===== src/rtl/shift_frame_pkg.sv =====
// Shared widths, shift-order constants and a width helper for the serial frame loader.
package shift_frame_pkg;

  localparam int unsigned BYTE_W        = 8;
  localparam int unsigned DEPTH_DEFAULT = 256;
  localparam int unsigned FRAME_CNT_W   = $clog2(DEPTH_DEFAULT);
  localparam int unsigned BITS_LEFT_W   = 4;

  typedef enum logic {
    MSB_FIRST = 1'b0,
    LSB_FIRST = 1'b1
  } shift_order_e;

  // Counter width for a modulo-n counter; never less than one bit.
  function automatic int unsigned cnt_width(input int unsigned n);
    return (n > 1) ? $clog2(n) : 1;
  endfunction

endpackage


===== src/rtl/shift_frame_loader_pacer.sv =====
// frame_pacer: bit-rate divider and frame position counter for the serial loader.
module frame_pacer
  import shift_frame_pkg::*;
#(
  parameter int unsigned DEPTH   = DEPTH_DEFAULT,
  parameter int unsigned CLK_DIV = 1
) (
  input  logic clk,
  input  logic rst,
  input  logic flush,
  input  logic active,
  input  logic load,
  output logic strobe_c,
  output logic frame_open_c,
  output logic frame_done
);

  localparam int unsigned DIV_W = cnt_width(CLK_DIV);
  localparam int unsigned CNT_W = (DEPTH == DEPTH_DEFAULT) ? FRAME_CNT_W : cnt_width(DEPTH);
  localparam logic [DIV_W-1:0] DIV_LAST = DIV_W'(CLK_DIV - 1);
  localparam logic [CNT_W-1:0] CNT_LAST = CNT_W'(DEPTH - 1);

  logic [DIV_W-1:0] div_cnt;
  logic [CNT_W-1:0] frame_cnt;

  assign strobe_c     = active && (div_cnt == DIV_LAST);
  assign frame_open_c = (frame_cnt != '0);

  // A byte load restarts the divider so its first bit lands CLK_DIV cycles later.
  always_ff @(posedge clk) begin
    if (rst || flush) begin
      div_cnt    <= '0;
      frame_cnt  <= '0;
      frame_done <= 1'b0;
    end else begin
      frame_done <= 1'b0;
      if (load) begin
        div_cnt <= '0;
      end else if (active) begin
        div_cnt <= strobe_c ? '0 : DIV_W'(div_cnt + 1'b1);
      end
      if (strobe_c) begin
        if (frame_cnt == CNT_LAST) begin
          frame_cnt  <= '0;
          frame_done <= 1'b1;
        end else begin
          frame_cnt <= CNT_W'(frame_cnt + 1'b1);
        end
      end
    end
  end

endmodule


===== src/rtl/shift_frame_loader.sv =====
// Byte-to-serial feeder for the downstream shift-register stage, with holding buffer and pacing.
// Define LSB_FIRST_EN to shift each byte LSB-first instead of MSB-first.
module shift_frame_loader
  import shift_frame_pkg::*;
#(
  parameter int unsigned DEPTH   = DEPTH_DEFAULT,
  parameter int unsigned CLK_DIV = 1
) (
  input  logic              clk,
  input  logic              rst,
  input  logic [BYTE_W-1:0] in_data,
  input  logic              in_valid,
  output logic              in_ready,
  input  logic              flush,
  output logic              sr_din,
  output logic              sr_clken,
  output logic              busy,
  output logic              frame_done,
  output logic              underrun
);

`ifdef LSB_FIRST_EN
  localparam shift_order_e ORDER = LSB_FIRST;
`else
  localparam shift_order_e ORDER = MSB_FIRST;
`endif

  logic [BYTE_W-1:0]      hold_q, hold_d;
  logic                   hold_full, hold_full_d;
  logic [BYTE_W-1:0]      shift_q, shift_d, shift_nxt_c;
  logic [BITS_LEFT_W-1:0] bits_left, bits_left_d;
  logic                   accept_c, load_c, strobe_c, frame_open_c, out_bit_c;

  assign in_ready = !hold_full && !flush && !rst;
  assign accept_c = in_valid && in_ready;
  // Reload on the last strobe of a byte too, so consecutive bytes stream without a gap.
  assign load_c   = hold_full && ((bits_left == '0) || ((bits_left == BITS_LEFT_W'(1)) && strobe_c));

  assign out_bit_c   = (ORDER == LSB_FIRST) ? shift_q[0] : shift_q[BYTE_W-1];
  assign shift_nxt_c = (ORDER == LSB_FIRST) ? {1'b0, shift_q[BYTE_W-1:1]}
                                            : {shift_q[BYTE_W-2:0], 1'b0};

  frame_pacer #(
    .DEPTH   (DEPTH),
    .CLK_DIV (CLK_DIV)
  ) u_pacer (
    .clk          (clk),
    .rst          (rst),
    .flush        (flush),
    .active       (bits_left != '0),
    .load         (load_c),
    .strobe_c     (strobe_c),
    .frame_open_c (frame_open_c),
    .frame_done   (frame_done)
  );

  // Next state of the hold/shift datapath.
  always_comb begin
    hold_d      = hold_q;
    hold_full_d = hold_full;
    shift_d     = shift_q;
    bits_left_d = bits_left;
    if (load_c) begin
      shift_d     = hold_q;
      bits_left_d = BITS_LEFT_W'(BYTE_W);
      hold_full_d = 1'b0;
    end else if (strobe_c) begin
      shift_d     = shift_nxt_c;
      bits_left_d = BITS_LEFT_W'(bits_left - 1'b1);
    end
    if (accept_c) begin
      hold_d      = in_data;
      hold_full_d = 1'b1;
    end
  end

  always_ff @(posedge clk) begin
    if (rst || flush) begin
      hold_q    <= '0;
      hold_full <= 1'b0;
      shift_q   <= '0;
      bits_left <= '0;
      sr_clken  <= 1'b0;
      busy      <= 1'b0;
      underrun  <= 1'b0;
      if (rst) begin
        sr_din <= 1'b0;
      end
    end else begin
      hold_q    <= hold_d;
      hold_full <= hold_full_d;
      shift_q   <= shift_d;
      bits_left <= bits_left_d;
      sr_clken  <= strobe_c;
      busy      <= hold_full_d || (bits_left_d != '0);
      if (strobe_c) begin
        sr_din <= out_bit_c;
      end
      // Starved mid-frame: nothing shifting and nothing waiting.
      if (frame_open_c && (bits_left == '0) && !hold_full) begin
        underrun <= 1'b1;
      end
    end
  end

endmodule


===== config.mk =====
export PLATFORM = sky130hd
export DESIGN_NAME = shift_frame_loader
export DESIGN_NICKNAME = d
export VERILOG_FILES = /design/src/rtl/shift_frame_pkg.sv /design/src/rtl/shift_frame_loader_pacer.sv /design/src/rtl/shift_frame_loader.sv
export SDC_FILE = /design/constraint.sdc
export NUM_CORES = 1
export LEC_CHECK = 0
export CAP_MARGIN = 20
export CORE_UTILIZATION = 45
export DETAILED_ROUTE_END_ITERATION = 8
export PLACE_DENSITY = 0.66
export SYNTH_ARGS = -nofsm -noshare
export SYNTH_HDL_FRONTEND = slang
export SYNTH_HIERARCHICAL = 1
export SYNTH_SLANG_ARGS = --single-unit

===== constraint.sdc =====
create_clock -name clk -period 2.8 [get_ports clk]
set_clock_uncertainty 0.2 [all_clocks]
set_input_delay 0.28 -clock clk [delete_from_list [all_inputs] [get_ports clk]]
set_output_delay 0.28 -clock clk [all_outputs]
set_load 0.1 [all_outputs]

==> reports/summary.json <==
{
  "routing": {
    "detail-route-antenna-nets": 0,
    "drt-vias-per-instance": 5.283,
    "detail_route.iter0.violations": 33,
    "drc_viols": 0,
    "drt_pass1_iterations": 4,
    "wl_per_cell_um": 12.98,
    "num_vias": 1215,
    "totalWireLength_um": 2986
  },
  "timing": {
    "min_period_over_period_pct": 91.39,
    "timing.final.hold_violations": 0,
    "finalMaxSlewViolations": 0,
    "timing.setup.tns_ns": 0,
    "setup-violations-final": 0,
    "timing.final.crit_period_ns": 2.559,
    "max-slew-margin-rel_pct": 51.19,
    "worstMarginPinSlew_ns": 0.7322,
    "rsz_0062_raised_after_global_routing": "false",
    "timing.fmax_mhz": 390.8,
    "smallest_hold_slack_ns": 0.3022
  },
  "synth": {
    "syn_avg_cell_area_um2": 9.720,
    "yosys.area.top_type_share_pct": 42.70,
    "synth-edff-count": 1,
    "synth.top_cells.by_count": "dfxtp_1, nor2_1, mux2i_1, nor3_1, inv_1",
    "count_leader_synth": "dfxtp_1",
    "syn_nets": 181,
    "ys_async_sr_fraction_pct": 0,
    "netlist_top_cells_area": "dfxtp_1, mux2i_1, a211oi_2, nor2_1, ha_1",
    "synthesis.instances": 164,
    "synth_largest_area_cell": "dfxtp_1",
    "synth_flop_cell": "dfxtp_1",
    "post_synth_instance_area_um2": 1594,
    "synth_seq_cells": 35,
    "yosys_warnings": 6,
    "yosysSeqAreaShare_pct": 44.58,
    "post_synth_num_cell_types": 39
  },
  "placement": {
    "gpl.final_weighted_congestion": 0.7806,
    "detailedPlacementHpwl_um": 2212,
    "count_of_buffers_inserted_at_the_top_level_ports": 17
  },
  "final_layout": {
    "post_route_cells_drive_above_1_share_pct": 16.30,
    "multi_input_comb_area_um2": 797.0,
    "final-seq-area_um2": 710.7,
    "fill_cells": 324,
    "area.growth.synth_to_final_pct": 16.48,
    "nets": 200,
    "n_antenna_cell": 0
  },
  "clocking": {
    "cts_root_buffer": "clkbuf_4",
    "postCtsSetupRepairBufs": 0,
    "cts_max_level": 2,
    "clock_sinks": 35,
    "cts_repair_resize_count": 0,
    "cts_max_path_buffers": 2,
    "numCtsBuffers": 5,
    "cts.hold.buffers_added": 0,
    "tritoncts_clock_tree": "built",
    "clk_pin_slew_ns": 0.10,
    "insertion_delay_ns": 0.33
  },
  "critical_path": {
    "critical_path.startpoint_type": "flop",
    "critical-path-slowest-cell": "or2_0",
    "timing.critical_path.buf_inv": 2,
    "path_delay_family": "simple AND/OR/NAND/NOR gates",
    "worst-setup-path-type": "flop to flop",
    "maximum_fanout_encountered_on_the_critical_timing_path": 9,
    "worstPathRequired_ns": 2.82,
    "timing.critical_path.to_type": "flop",
    "worstPathCellList": "inv_1 -> ha_1 -> nand2_1 -> nor2b_1 -> a21oi_2 -> or2_0 -> inv_2 -> nor4b_1",
    "critical-path-max-stage-delay_ns": 0.59,
    "worst_ep_arrival_time_ns": 2.58
  },
  "pwr": {
    "power_leakage_uw": 0.0006720,
    "power.ir.vdd_worst_mv": 0.6251,
    "cellPowerDensity_nw_per_um2": 959.4
  },
  "die": {
    "top_level_ports": 18,
    "fp.coreArea_um2": 3363,
    "placement_rows": 21,
    "die_area_um2": 3784,
    "die_height_um": 61.52,
    "die_x_um": 61.52,
    "initial_util_pct": 47.40
  },
  "global_route": {
    "largest_net_degree_at_the_start_of_global_routing": 26,
    "grt_pass1_vias": 1130,
    "grt_util_all_layers_pct": 17.89,
    "grt_overflow": 0,
    "antenna_found_initial": 0,
    "grt_first_pass_wirelength_um": 4816
  },
  "run_status": {
    "run_status": "finished clean"
  },
  "worst_hold_path": {
    "holdCritPathClass": "flop to flop"
  },
  "job": {
    "timing.max_cap.violations": 0
  }
}
sequential cells by signal, indices dropped and copies added (netlist names):
name / flops
u_pacer/frame_done: 1
hold_full: 1
hold_q: 8
u_pacer/div_cnt: 1
shift_q: 8
bits_left: 4
sr_clken: 1
busy: 1
underrun: 1
sr_din: 1
u_pacer/frame_cnt: 8
report_power, final:
part	internal, uW	switching, uW
Combinational	338	550
Sequential	564	46.5
Clock	122	161
Total	1020	758
routing by layer:
metal / up-vias / global-route usage (%) / wire length [um]
met1: 581 / 21.48 / 1384
li1: 615 / - / -
met5: - / 0 / 0
met3: 0 / 6.513 / 93
met4: 0 / 7.619 / 0
met2: 19 / 28.88 / 1507
cell type report:
type                    count  area share (%)
multi-input cells         110           42.92
flip-flops and latches     35           38.27
repair buffers             20           10.24
well taps                  46           3.100
clock buffers               7           2.965
inverters                  11           2.224
clock inverters             1          0.2695
layout by cell type (no fill, tap or decap), types with 3 or more instances in the layout:
master           count
inv_1               10
or3_1                3
dfxtp_1             34
nand3_1              3
nor3_1              11
nand2_1              3
ha_1                 5
a21oi_1              6
mux2i_1             17
nor2_1              19
clkdlybuf4s50_1     11
xnor2_1              4
buf_4                8
clkbuf_4             5
a211oi_2             7
o21ai_0              4
through the flow:
step | power, uW | util (%) | instances | instance area (um^2) | setup WS [ns]
2_1_floorplan | 1316 | - | 164 | 1594 | 0.06743
3_3_place_gp | 1479 | 53.42 | 222 | 1797 | 0.4677
3_5_place_dp | 1510 | 53.42 | 222 | 1797 | 0.2979
4_1_cts | 1808 | 55.21 | 230 | 1857 | 0.2777
5_1_grt | 1897 | 55.21 | 230 | 1857 | 0.05621
6_report | 1781 | 55.21 | 230 | 1857 | 0.2412
kinds of logic (layout without fill, tap and decap cells):
| logic type | count (synthesis) | after routing | synth area share (%) |
|---|---|---|---|
| compound gates | 26 | 26 | 13.03 |
| simple gates | 57 | 57 | 19.63 |
| buf+inv | 19 | 39 | 5.416 |
| mux | 17 | 17 | 10.67 |
| flops | 35 | 35 | 44.58 |
| fa+ha+maj | 5 | 5 | 3.925 |
| xor+xnor | 5 | 5 | 2.747 |
worst reg2reg max path: stages (launching register included):
cell and delay [ns]:
dfxtp_1 0.37, inv_1 0.11, ha_1 0.22, nand2_1 0.14, nor2b_1 0.18, a21oi_2 0.13
or2_0 0.59, inv_2 0.15, nor4b_1 0.36
path summary, 6_finish.rpt:
| path | start | endpoint | slack (ns) | cells after the start |
|---|---|---|---|---|
| max | bits_left[0]$_SDFF_PN0_ | u_pacer/div_cnt$_SDFFE_PP0P_ | 0.24 | 8 |
| min | hold_q[0]$_SDFFE_PN0P_ | hold_q[0]$_SDFFE_PN0P_ | 0.30 | 2 |
| max reg2reg | bits_left[0]$_SDFF_PN0_ | u_pacer/div_cnt$_SDFFE_PP0P_ | 0.24 | 8 |
| min reg2reg | hold_q[0]$_SDFFE_PN0P_ | hold_q[0]$_SDFFE_PN0P_ | 0.30 | 2 |
(Power assumes the default switching activity.)
